<file path="config.mk">
export PLATFORM = sky130hd
export DESIGN_NAME = iob_cache_read_channel_axi
export DESIGN_NICKNAME = d
export VERILOG_FILES = /design/src/rtl/iob_cache_read_channel_axi_pkg.sv /design/src/rtl/iob_cache_read_channel_axi.sv
export SDC_FILE = /design/constraint.sdc
export NUM_CORES = 1
export LEC_CHECK = 0
export CAP_MARGIN = 20
export CORE_MARGIN = 2
export CORE_UTILIZATION = 33
export CTS_CLUSTER_DIAMETER = 60
export DETAILED_ROUTE_END_ITERATION = 6
export PLACE_DENSITY = 0.92
export SYNTH_ARGS = -nofsm -noshare
export SYNTH_HDL_FRONTEND = slang
export SYNTH_SLANG_ARGS = --single-unit
</file>
<file path="constraint.sdc">
create_clock -name clk_i -period 3.7 [get_ports clk_i]
set_input_delay 0.74 -clock clk_i [delete_from_list [all_inputs] [get_ports clk_i]]
set_output_delay 0.74 -clock clk_i [all_outputs]
set_load 0.02 [all_outputs]
</file>
<file path="src/rtl/iob_cache_read_channel_axi_pkg.sv">
// Shared definitions for the cache AXI read channel.
//  - rd_state_t  : line-fill FSM states
//  - AXI_*       : fixed AXI encodings (INCR burst, cache attributes, OKAY)
//  - line2be_w() : log2 of back-end beats per cache line
//  - beat_idx_w(): width of the beat index port (at least 1 bit)
package iob_cache_read_channel_axi_pkg;

   typedef enum logic [1:0] {
      ST_IDLE = 2'd0,
      ST_ADDR = 2'd1,
      ST_DATA = 2'd2
   } rd_state_t;

   localparam logic [1:0] AXI_BURST_INCR = 2'b01;
   localparam logic [3:0] AXI_CACHE_RD   = 4'b0011;
   localparam logic [1:0] AXI_RESP_OKAY  = 2'b00;

   function automatic int line2be_w(input int word_offset_w, input int fe_data_w,
                                    input int be_data_w);
      return word_offset_w - $clog2(be_data_w / fe_data_w);
   endfunction

   function automatic int beat_idx_w(input int word_offset_w, input int fe_data_w,
                                     input int be_data_w);
      int w;
      w = line2be_w(word_offset_w, fe_data_w, be_data_w);
      return (w > 0) ? w : 1;
   endfunction

endpackage

</file>
<file path="src/rtl/iob_cache_read_channel_axi.sv">
// AXI4 read-channel master for the cache back-end.
// On a replacement request it fetches the whole line with one INCR burst and
// streams every returned beat to the data memory together with its index.
// A burst that returned any non-OKAY response is re-fetched from scratch.
//
// Ports:
//  clk_i, reset_n        clock, asynchronous active-low reset
//  replace_valid_i/addr  line-fill request and line address
//  replace_o             fill in progress
//  read_valid_o/addr/rdata  data-memory write port (one per R beat)
//  axi_ar*               AR channel (single burst descriptor)
//  axi_r*                R channel (rid ignored)
module iob_cache_read_channel_axi
   import iob_cache_read_channel_axi_pkg::*;
#(
   parameter int FE_ADDR_W     = 24,
   parameter int FE_DATA_W     = 32,
   parameter int BE_ADDR_W     = 24,
   parameter int BE_DATA_W     = 32,
   parameter int WORD_OFFSET_W = 3,
   parameter int AXI_ID_W      = 1,
   parameter int AXI_ID        = 0,
   parameter int AXI_LEN_W     = 8
) (
   input  logic                                          clk_i,
   input  logic                                          reset_n,
   input  logic                                          replace_valid_i,
   input  logic [FE_ADDR_W-$clog2(FE_DATA_W/8)-WORD_OFFSET_W-1:0] replace_addr_i,
   output logic                                          replace_o,
   output logic                                          read_valid_o,
   output logic [beat_idx_w(WORD_OFFSET_W, FE_DATA_W, BE_DATA_W)-1:0] read_addr_o,
   output logic [BE_DATA_W-1:0]                          read_rdata_o,
   output logic                                          axi_arvalid_o,
   input  logic                                          axi_arready_i,
   output logic [BE_ADDR_W-1:0]                          axi_araddr_o,
   output logic [AXI_ID_W-1:0]                           axi_arid_o,
   output logic [AXI_LEN_W-1:0]                          axi_arlen_o,
   output logic [2:0]                                    axi_arsize_o,
   output logic [1:0]                                    axi_arburst_o,
   output logic                                          axi_arlock_o,
   output logic [3:0]                                    axi_arcache_o,
   output logic [2:0]                                    axi_arprot_o,
   output logic [3:0]                                    axi_arqos_o,
   input  logic                                          axi_rvalid_i,
   output logic                                          axi_rready_o,
   input  logic [BE_DATA_W-1:0]                          axi_rdata_i,
   input  logic [1:0]                                    axi_rresp_i,
   input  logic                                          axi_rlast_i,
   input  logic [AXI_ID_W-1:0]                           axi_rid_i
);

   localparam int FE_NBYTES_W = $clog2(FE_DATA_W / 8);
   localparam int BE_NBYTES_W = $clog2(BE_DATA_W / 8);
   localparam int LINE2BE_W   = line2be_w(WORD_OFFSET_W, FE_DATA_W, BE_DATA_W);
   localparam int CNT_W       = beat_idx_w(WORD_OFFSET_W, FE_DATA_W, BE_DATA_W);
   localparam int LADDR_W     = FE_ADDR_W - FE_NBYTES_W - WORD_OFFSET_W;
   localparam int OFFS_W      = FE_NBYTES_W + WORD_OFFSET_W;
   localparam int EXT_W       = (FE_ADDR_W > BE_ADDR_W) ? FE_ADDR_W : BE_ADDR_W;

   rd_state_t          state_q, state_d;
   logic [LADDR_W-1:0] addr_q, addr_d;
   logic [CNT_W-1:0]   cnt_q, cnt_d;
   logic               err_q, err_d;
   logic               beat;
   logic               beat_err;
   logic [EXT_W-1:0]   araddr_ext;
   logic               unused_rid;

   // Beat accepted this cycle, and the sticky error including this beat.
   assign beat     = (state_q == ST_DATA) && axi_rvalid_i;
   assign beat_err = err_q || (axi_rresp_i != AXI_RESP_OKAY);

   always_comb begin
      state_d = state_q;
      addr_d  = addr_q;
      cnt_d   = cnt_q;
      err_d   = err_q;
      case (state_q)
         ST_IDLE: begin
            if (replace_valid_i) begin
               addr_d  = replace_addr_i;
               cnt_d   = '0;
               err_d   = 1'b0;
               state_d = ST_ADDR;
            end
         end
         ST_ADDR: begin
            if (axi_arready_i) state_d = ST_DATA;
         end
         ST_DATA: begin
            if (axi_rvalid_i) begin
               // Counter wraps naturally; rlast alone ends the burst.
               cnt_d = cnt_q + CNT_W'(1);
               err_d = beat_err;
               if (axi_rlast_i) begin
                  if (beat_err) begin
                     // Corrupted line: fetch it again from the first beat.
                     cnt_d   = '0;
                     err_d   = 1'b0;
                     state_d = ST_ADDR;
                  end else begin
                     state_d = ST_IDLE;
                  end
               end
            end
         end
         default: state_d = ST_IDLE;
      endcase
   end

   always_ff @(posedge clk_i or negedge reset_n) begin
      if (!reset_n) begin
         state_q <= ST_IDLE;
         addr_q  <= '0;
         cnt_q   <= '0;
         err_q   <= 1'b0;
      end else begin
         state_q <= state_d;
         addr_q  <= addr_d;
         cnt_q   <= cnt_d;
         err_q   <= err_d;
      end
   end

   assign replace_o     = (state_q != ST_IDLE);
   assign axi_arvalid_o = (state_q == ST_ADDR);
   assign axi_rready_o  = (state_q == ST_DATA);

   assign read_valid_o  = beat;
   assign read_addr_o   = (LINE2BE_W > 0) ? cnt_q : '0;
   assign read_rdata_o  = beat ? axi_rdata_i : '0;

   // Line base address, then zero-extended or truncated to the AXI width.
   assign araddr_ext    = EXT_W'({addr_q, {OFFS_W{1'b0}}});
   assign axi_araddr_o  = araddr_ext[BE_ADDR_W-1:0];

   assign axi_arid_o    = AXI_ID_W'(AXI_ID);
   assign axi_arlen_o   = AXI_LEN_W'((1 << LINE2BE_W) - 1);
   assign axi_arsize_o  = 3'(BE_NBYTES_W);
   assign axi_arburst_o = AXI_BURST_INCR;
   assign axi_arlock_o  = 1'b0;
   assign axi_arcache_o = AXI_CACHE_RD;
   assign axi_arprot_o  = 3'b000;
   assign axi_arqos_o   = 4'b0000;

   assign unused_rid    = ^axi_rid_i;

endmodule

</file>
==> impl_metrics.csv <==
group,metric,value,unit
global_routing,grt_max_degree,36,
placed_design,routabilityCongestion,0.674,
global_routing,grt_pass1_vias,1351,
detailed_routing,vias_per_cell,4.23,
placed_design,portBuffers,116,
setup_path,crit_top_cell,"clkdlybuf4s50_1",
clock_tree,htree_levels,1,
timing,relSlewSlack,66.6,%
timing,fin_setup_tns,0,ns
setup_path,r2r-start,"state_q[0]",
detailed_routing,detail-route-antenna-nets,0,
detailed_routing,num_vias,1319,
floorplanning,ios,149,
setup_path,cp_slowest_stage_delay,0.61,ns
floorplanning,rows,25,
timing,whs,0.509,ns
clock_tree,cts_buffers,3,
floorplanning,die_area,5340,um2
logic_synthesis,synth_xor_area_share,0,%
clock_tree,cts_root_buf,"clkbuf_8",
clock_tree,holdBufCountCts,0,
logic_synthesis,synthCells,145,
timing,setup_viol,0,
timing,slew_violations,0,
logic_synthesis,synth-seq-area-share,39.7,%
placed_design,hpwlAfterDp,3.08,mm
floorplanning,start_util,33.8,%
detailed_routing,drtIter0Drc,27,
power_and_ir_drop,ir_worst_vdd,230,uV
setup_path,worstPathArrival,2.56,ns
global_routing,grt_overflow,0,
finish,nFillCells,384,
setup_path,cp_num_buf_inv,2,
logic_synthesis,avgSynthCellArea,10.9,um2
power_and_ir_drop,power_leakage,1.17,nW
timing,finalClockSkew,0.00653,ns
global_routing,grt_antenna_before_repair,0,
global_routing,grt_pass1_wl,5.99,mm
floorplanning,die_x,73.1,um
finish,drive_above_1_share,10.5,%
job,maxCapViolCount,0,
setup_path,startpoint,"axi_rvalid_i",
setup_path,endpoint,"read_rdata_o[1]",
power_and_ir_drop,powerDensity,605,nW/um2
detailed_routing,first_pass_iters,4,
timing,rsz0062_at_grt,"no",
finish,synthToLayoutAreaGrowth,71.6,%
detailed_routing,totalWireLength,3.79,mm
detailed_routing,post_drt_wl_per_cell,12.2,um
setup_path,end_kind,"output pin",
clock_tree,clock_sinks,25,
logic_synthesis,synth_seq_cells,25,
clock_tree,cts_tree,"done",
setup_path,required,2.96,ns
setup_path,reg2reg_slack,2.08,ns
timing,period_share,89.2,%
logic_synthesis,syn-cell-area,1580,um2
floorplanning,die_y,73.1,um
setup_path,r2r_end,"addr_q[18]",
setup_path,worst-path-max-fanout,35,
outcome,status,"finished, final reports clean",
detailed_routing,drc,0,
logic_synthesis,synthMuxAreaShare,17.3,%
clock_tree,post_cts_resized,0,
logic_synthesis,yosys_warnings,0,
clock_tree,clk_path_buf_depth,2,
clock_tree,clock_latency,0.26,ns
timing,finalWorstPathRequiredPeriod,3.30,ns
logic_synthesis,synth_fa_ha_area_share,0.794,%
setup_path,reg2reg_depth,3,
logic_synthesis,yosys.area_share.simple,19.2,%
finish,fin_nets,320,
global_routing,grt_usage,14.3,%
floorplanning,fp.coreArea,4660,um2
finish,n_antenna_cell,0,
clock_tree,clkTransAtPathRegs,0.08,ns
hold_path,hold_path.class,"flop to flop",
logic_synthesis,synth_top_family_by_area,"simple AND/OR/NAND/NOR gates",
setup_path,crit_chain,"clkdlybuf4s50_1 -> and3b_2 -> and2_1 -> clkdlybuf4s50_1",
setup_path,worstSetupStartpointType,"primary input",
logic_synthesis,synth_compound_area_share,3.89,%
setup_path,cp_top_family,"buffers and inverters",
timing,finalHoldViolations,0,
finish,final_core_util,58.0,%
timing,fmax,303,MHz
logic_synthesis,ys_types,29,
setup_path,critPathSlowestCell,"clkdlybuf4s50_1",
clock_tree,post-cts-setup-buffers,0,
setup_path,critPathKind,"primary input to output pin",
timing,tightest_slew,0.497,ns
setup_path,cp_num_cells,4,
-- per-stage QoR --
step	instance area [um2]	std cells	worst slack (ns)	power (mW)
global route	2700	312	0.277	1.75
detailed placement	2630	307	0.372	1.49
CTS	2680	311	0.364	1.65
global placement	2630	307	0.383	1.47
finish	2700	312	0.400	1.64
floorplan	1680	174	1.47	1.09
-- sequential cells by signal (all words and copies together) (netlist names) --
name,flops
addr_q,19
read_addr_o,3
state_q,2
err_q,1
-- report_power, final --
group	leakage [nW]	switching (mW)	total [mW]	internal, mW
Clock	0.0228	0.0801	0.157	0.0768
Combinational	0.848	0.456	0.998	0.542
Sequential	0.301	0.0796	0.481	0.402
Total	1.17	0.616	1.64	1.02
-- synthesized netlist by cell type --
| master | n | area, um2 |
|---|---|---|
| a22o_1 | 1 | 8.76 |
| a2bb2oi_1 | 1 | 8.76 |
| and2_1 | 32 | 200 |
| and3b_1 | 1 | 8.76 |
| and3b_2 | 1 | 10.0 |
| buf_12 | 1 | 20.0 |
| buf_2 | 2 | 10.0 |
| buf_4 | 31 | 233 |
| buf_6 | 1 | 11.3 |
| clkbuf_1 | 2 | 7.51 |
| conb_1 | 2 | 7.51 |
| dfrtp_1 | 25 | 626 |
| ha_1 | 1 | 12.5 |
| inv_1 | 3 | 11.3 |
| mux2_2 | 10 | 113 |
| mux2_4 | 10 | 150 |
| mux2i_1 | 1 | 10.0 |
| nand2_1 | 2 | 7.51 |
| nand2b_1 | 1 | 6.26 |
| nand3_1 | 2 | 10.0 |
| nor2_1 | 2 | 7.51 |
| nor2_8 | 1 | 20.0 |
| nor2b_1 | 3 | 18.8 |
| nor3_1 | 1 | 5.00 |
| o211ai_1 | 1 | 7.51 |
| o21ai_0 | 3 | 15.0 |
| o22ai_1 | 1 | 6.26 |
| o31ai_1 | 2 | 15.0 |
| or2_4 | 1 | 8.76 |
-- worst register-to-register path, stage by stage (launching register included) --
cell	delay (ns)
dfrtp_1	0.48
or2_4	0.30
nor2_8	0.34
mux2_2	0.39
-- cell families (layout without fill, tap and decap cells) --
family                   Yosys count  count (layout)
AND/OR/NAND/NOR                   47              47
buffers and inverters             40             124
flip-flops                        25              25
multiplexers                      21              21
AO/OA/AOI/OAI                      9               9
other                              2              31
adder cells (fa/ha/maj)            1               1
-- worst min path at each step --
stage | slack (ns) | end | from | cells after the start
5_1_grt | 0.53 | addr_q[2] | addr_q[2] | 1
2_1_floorplan | 0.44 | addr_q[0] | reset_n | 0
6_report | 0.51 | addr_q[8] | addr_q[8] | 1
3_5_place_dp | 0.49 | addr_q[17] | addr_q[17] | 1
4_1_cts | 0.51 | addr_q[8] | addr_q[8] | 1
3_3_place_gp | 0.49 | addr_q[8] | addr_q[8] | 1
-- cell usage in the layout (no fill, tap or decap), types with 2 or more instances in the layout --
master           count
mux2_2              10
o31ai_1              2
nand3_1              2
clkbuf_8             3
inv_1                3
nand2_1              2
and2_1              32
clkdlybuf4s50_1    116
nor2b_1              3
nor2_1               2
mux2_4              10
dfrtp_1             25
conb_1              31
o21ai_0              3
-- routing by layer --
layer / up-vias / wire length (um) / share of wire, % / global-route usage (%)
li1: 636 / - / - / -
met1: 589 / 1520 / 40 / 16.6
met2: 92 / 1920 / 50 / 25.7
met3: 2 / 357 / 9.4 / 3.45
met4: 0 / 4 / 0.11 / 4.32
met5: - / 0 / 0 / 0
-- cell type report --
type,count,area [um2],share of cell area [%]
clock buffers,4,45.0,1.67
repair buffers,117,1190,44.0
inverters,3,11.3,0.416
well taps,54,67.6,2.50
flip-flops and latches,25,626,23.1
multi-input cells,109,766,28.3
No activity file was read; power rests on OpenSTA's default activity.
